## src/rtl/imem_loader.sv

```systemverilog
// Purpose: assembles a checksummed byte stream into little-endian words and writes them into instruction memory.
// Latency: the write pulse appears one cycle after the byte that fills lane 3 is accepted.
// Backpressure: in_ready depends only on the state. It is high while the loader expects count, data or checksum bytes. Stalls of any length are tolerated.
`timescale 1ns/1ps

module imem_loader #(
    parameter int unsigned ADDR_W    = 8,
    parameter int unsigned BASE_ADDR = 0,
    parameter int unsigned MAX_WORDS = 64
) (
    input  logic              clk,
    input  logic              rst_n,
    input  logic              start,
    input  logic              in_valid,
    input  logic [7:0]        in_data,
    output logic              in_ready,
    output logic              imem_we,
    output logic [ADDR_W-1:0] imem_waddr,
    output logic [31:0]       imem_wdata,
    output logic              cpu_hold,
    output logic              done,
    output logic              error,
    output logic [ADDR_W-2:0] words_written
);

    localparam int unsigned WW_W = ADDR_W - 1;
    localparam logic [ADDR_W-1:0] BASE_A = BASE_ADDR[ADDR_W-1:0];

    typedef enum logic [2:0] {
        S_COUNT = 3'd0,
        S_DATA  = 3'd1,
        S_CHECK = 3'd2,
        S_DONE  = 3'd3,
        S_ERROR = 3'd4
    } state_t;

    state_t            state;
    logic [7:0]        n_words;    // word count announced by the stream header
    logic [1:0]        byte_idx;   // lane of the next data byte
    logic [7:0]        xor_acc;    // running XOR of every data byte seen
    logic [23:0]       lane_buf;   // lanes 0..2 of the word being assembled

    logic              accepting;
    logic              xfer;
    logic [WW_W-1:0]   ww_inc;
    logic [ADDR_W-1:0] word_off;
    logic              last_word;

    // Byte acceptance is a pure state decode. It is held low while reset is asserted.
    assign accepting = (state == S_COUNT) || (state == S_DATA) || (state == S_CHECK);
    assign in_ready  = rst_n & accepting;
    assign xfer      = in_valid & in_ready;

    // Byte offset of the word being completed, 4*words_written, wrapping within the address space.
    assign word_off  = {words_written[ADDR_W-3:0], 2'b00};
    assign ww_inc    = words_written + 1'b1;
    assign last_word = (32'(ww_inc) == 32'(n_words));

    // Loader FSM together with the datapath registers it owns.
    always_ff @(posedge clk or negedge rst_n) begin
        if (!rst_n) begin
            state         <= S_COUNT;
            n_words       <= 8'd0;
            byte_idx      <= 2'd0;
            xor_acc       <= 8'd0;
            lane_buf      <= 24'd0;
            imem_we       <= 1'b0;
            imem_waddr    <= BASE_A;
            imem_wdata    <= 32'd0;
            cpu_hold      <= 1'b1;
            done          <= 1'b0;
            error         <= 1'b0;
            words_written <= '0;
        end else begin
            // Write enable is a single-cycle pulse. Only the lane-3 byte raises it.
            imem_we <= 1'b0;

            case (state)
                S_COUNT: begin
                    if (xfer) begin
                        n_words <= in_data;
                        if (32'(in_data) > MAX_WORDS) begin
                            state <= S_ERROR;
                            error <= 1'b1;
                        end else if (in_data == 8'd0) begin
                            // An empty image still needs its checksum, which must be 0x00.
                            state <= S_CHECK;
                        end else begin
                            state <= S_DATA;
                        end
                    end
                end

                S_DATA: begin
                    if (xfer) begin
                        xor_acc  <= xor_acc ^ in_data;
                        byte_idx <= byte_idx + 2'd1;
                        if (byte_idx == 2'd3) begin
                            imem_we       <= 1'b1;
                            imem_wdata    <= {in_data, lane_buf};
                            imem_waddr    <= BASE_A + word_off;
                            words_written <= ww_inc;
                            // Once the last word is complete, the checksum byte comes next.
                            if (last_word) begin
                                state <= S_CHECK;
                            end
                        end else begin
                            lane_buf[{byte_idx, 3'b000} +: 8] <= in_data;
                        end
                    end
                end

                S_CHECK: begin
                    if (xfer) begin
                        if (in_data == xor_acc) begin
                            state    <= S_DONE;
                            done     <= 1'b1;
                            cpu_hold <= 1'b0;
                        end else begin
                            state <= S_ERROR;
                            error <= 1'b1;
                        end
                    end
                end

                S_DONE, S_ERROR: begin
                    // Terminal states. Only start begins a new load. Words already written stay in memory.
                    if (start) begin
                        state         <= S_COUNT;
                        done          <= 1'b0;
                        error         <= 1'b0;
                        cpu_hold      <= 1'b1;
                        words_written <= '0;
                        byte_idx      <= 2'd0;
                        xor_acc       <= 8'd0;
                        lane_buf      <= 24'd0;
                        imem_waddr    <= BASE_A;
                    end
                end

                default: begin
                    // An unreachable encoding parks the loader in a safe, CPU-holding state.
                    state    <= S_ERROR;
                    done     <= 1'b0;
                    error    <= 1'b1;
                    cpu_hold <= 1'b1;
                end
            endcase
        end
    end

endmodule

```

## config.mk

```make
export PLATFORM = sky130hd
export DESIGN_NAME = imem_loader
export DESIGN_NICKNAME = d
export VERILOG_FILES = /design/src/rtl/imem_loader.sv
export SDC_FILE = /design/constraint.sdc
export NUM_CORES = 1
export LEC_CHECK = 0
export BUFFER_PORTS_ARGS = -buffer_cell sky130_fd_sc_hd__buf_2
export CAP_MARGIN = 20
export CORE_ASPECT_RATIO = 0.8
export CORE_MARGIN = 2
export CORE_UTILIZATION = 58
export CTS_CLUSTER_DIAMETER = 150
export DETAILED_ROUTE_END_ITERATION = 8
export GPL_TIMING_DRIVEN = 0
export HOLD_SLACK_MARGIN = 0.08
export PLACE_DENSITY_LB_ADDON = 0.12
export SYNTH_ARGS = -nofsm -noshare
export SYNTH_HDL_FRONTEND = slang
export SYNTH_SLANG_ARGS = --single-unit
export TNS_END_PERCENT = 5
```

## constraint.sdc

```tcl
create_clock -name clk -period 4.5 [get_ports clk]
set_input_delay 0.225 -clock clk [delete_from_list [all_inputs] [get_ports clk]]
set_output_delay 0.225 -clock clk [all_outputs]
set_load 0.1 [all_outputs]
```

==> flow_summary.toml <==
[route]
wl_met3_um = 566
drt-total-wl_um = 9855
wl_per_cell_um = 16.00
firstDrtPassIters = 4
ant_nets = 0
route.detailed.drc = 0
drt_iter0_markers = 157
num_vias = 3542
dr.max_layer_used = "met4"
dr_wl_met2_um = 4536
wl_met1_um = 4608
viasPerCell = 5.750

[global_routing]
grt_usage_pct = 25.93
grt_pass1_wl_um = 16240
antenna_found_initial = 0
grt_max_degree = 69
grt_pass1_vias = 3254
gr-total-overflow = 0

[critical_path]
critPathLaunchType = "input port"
crit_fanout = 30
rr_worst_depth = 6
reg2reg_from = "byte_idx[0]"
worstPathArrival_ns = 2.69
crit_type = "in2reg"
critPathLaunch = "rst_n"
worstSetupEndpointType = "flip-flop"
crit_required_ns = 4.81

[yosys]
ys_warn_count = 0
synthDistinctLibCells = 52
synth_area_leader_cell = "dfrtp_1"
ys_top_cells_by_area = "dfrtp_1 54%, nand2_1 11%, o21ai_0 4.7%, a22o_1 4.5%, xor2_1 2.4%"
synth_top_cell_area_share_pct = 53.82
synth_seq_cells = 94
syn_area_per_cell_um2 = 9.525
syn_area_mm2 = 0.004324
synth_flop_cell = "dfrtp_1"
synth_edf_count = 0
async_reset_ff_share_pct = 100.0
synth_seq_area_share_pct = 54.43
synthCells = 454

[sta]
finClkSkew_ns = 0.006436
hold_viol_final = 0
slew_headroom_pct = 50.40
slew_viol_final = 0
period_share_pct = 53.04
rsz0062_at_grt = "false"
fin_worst_hold_slack_ns = 0.2130
setup_tns_ns = 0
setup_violations = 0
finalCriticalPeriod_ns = 2.387
worst_pin_slew_ns = 0.7421
max_freq_mhz = 419.0

[cts]
post_cts_buffers = 0
cts_buffers = 9
h-tree-depth = 3
clk_pin_slew_ns = 0.10
cts_sinks = 94
clkLatencyLatePin_ns = 0.36
root_buffer = "clkbuf_8"
cts-resized-gates = 0
tritoncts = "built"
clk_path_buf_depth = 2

[status]
status = "finished, final reports clean"

[floorplan]
core-area_mm2 = 0.007322
die_x_um = 100.5
start_util_pct = 59.06
row_count = 28
die_h_um = 81.23
ioPinCount = 64
dieArea_mm2 = 0.008166

[run]
max-cap-violations = 0

[pwr]
p_leak_nw = 2.546
ir_drop_mv = 0.4466
cellPowerDensity_mw_per_mm2 = 630.7

[placed_design]
dp_hpwl_um = 6784
gp_congestion = 0.8264
port_buffers = 53
placed_cell_area_mm2 = 0.004736

[finish]
n_antenna_cell = 0
final_area_mm2 = 0.004938
drive_gt1_share_pct = 18.44
n_fill_cell = 593
area_delta_synth_final_pct = 14.21
fin_nets = 538

[worst_hold_path]
min_path_cells = 4
hold_class = "in2reg"
holdCritStartpoint = "start"
[final cells by class]
| type | count | area [µm²] | area share, % |
|---|---|---|---|
| clock buffers | 10 | 137.6 | 2.787 |
| flip-flops and latches | 94 | 2354 | 47.66 |
| multi-input cells | 322 | 1810 | 36.66 |
| inverters | 10 | 37.54 | 0.7601 |
| plain buffers | 29 | 126.4 | 2.559 |
| clock inverters | 6 | 55.05 | 1.115 |
| well taps | 90 | 112.6 | 2.280 |
| repair buffers | 55 | 305.3 | 6.182 |
[registers in the layout, indices dropped and copies added, names as in the netlist]
signal	flops
lane_buf	24
xor_acc	8
n_words	8
words_written	7
cpu_hold	1
done	1
state	3
error	1
byte_idx	2
imem_wdata	32
imem_we	1
imem_waddr	6
[final timing paths]
check / to / slack (ns)
worst max register to register: lane_buf[21] / 2.27
min in group asynchronous: imem_waddr[4] / 0.33
worst min-delay path: state[2] / 0.21
worst max-delay path: lane_buf[21] / 2.11
worst min register to register: imem_wdata[12] / 0.48
max in group asynchronous: lane_buf[3] / 3.53
[worst max-delay path, stage by stage]
cell	delay [ns]
dlygate4sd3_1	0.53
buf_4	0.36
and3b_1	0.21
buf_2	0.16
nand3_1	0.11
or4_4	0.52
nor3b_4	0.37
a22o_1	0.19
[cell families (layout without fill, tap and decap cells)]
kind of cell,after synthesis,in the layout,synth area share [%]
other,1,2,0.08672
buffers and inverters,39,110,3.790
adders and majority gates,5,5,1.447
DFF,94,94,54.43
and+or+nand+nor,192,192,19.97
xor gates and xnor gates,16,16,3.241
AOI/OAI and AO/OA,99,99,14.99
muxes,8,8,2.055
[layout by cell type, fill, tap and decap left out, drive strengths merged, types with 3 or more instances in the layout]
cell type | synthesis | layout
clkbuf | 19 | 29
buf | 10 | 64
nor2 | 20 | 20
mux2 | 7 | 7
clkinv | 1 | 3
and3 | 4 | 4
xnor2 | 4 | 4
ha | 5 | 5
nor4 | 3 | 3
o21ai | 43 | 43
o31ai | 7 | 7
nor3 | 3 | 3
inv | 9 | 11
nand2 | 131 | 131
a31oi | 5 | 5
a22o | 22 | 22
dfrtp | 93 | 93
xor2 | 12 | 12
a21oi | 9 | 9
nand3 | 12 | 12
[power breakdown]
part           internal, mW  total, mW  switching (mW)  leakage, nW
Clock                 0.226      0.544           0.319       0.0925
Combinational         0.322       1.36            1.04         1.19
Sequential             1.06       1.21           0.153         1.27
[cells in the mapped netlist (5+ instances only)]
cell and number:
a31oi_1 5, inv_1 9, ha_1 5, xor2_1 12, mux2_2 7, clkbuf_1 19
o31ai_1 7, a21oi_1 9, dfrtp_1 93, nor2_1 19, nand3_1 12, o21ai_0 41
a22o_1 22, buf_2 8, nand2_1 131
[layer usage]
| layer | track usage (%) | up-vias |
|---|---|---|
| li1 | - | 1672 |
| met1 | 37.22 | 1738 |
| met2 | 39.60 | 115 |
| met3 | 6.540 | 17 |
| met4 | 7.260 | 0 |
| met5 | 0 | - |
[metrics by stage]
step / util, % / instances / worst slack, ns / power [mW]
floorplan: - / 455 / 2.122 / 2.303
global placement: 64.27 / 598 / 0.9438 / 2.528
detailed placement: 64.68 / 599 / 2.249 / 2.575
CTS: 67.45 / 616 / 2.087 / 3.123
global route: 67.45 / 616 / 1.857 / 3.278
finish: 67.45 / 616 / 2.113 / 3.115
[repair_timing]
item                       CTS  global route
setup endpoints to repair    0             0
hold buffers                 1             0
hold endpoints to repair    25             0
Note: power is estimated with default switching activity, not from simulation.
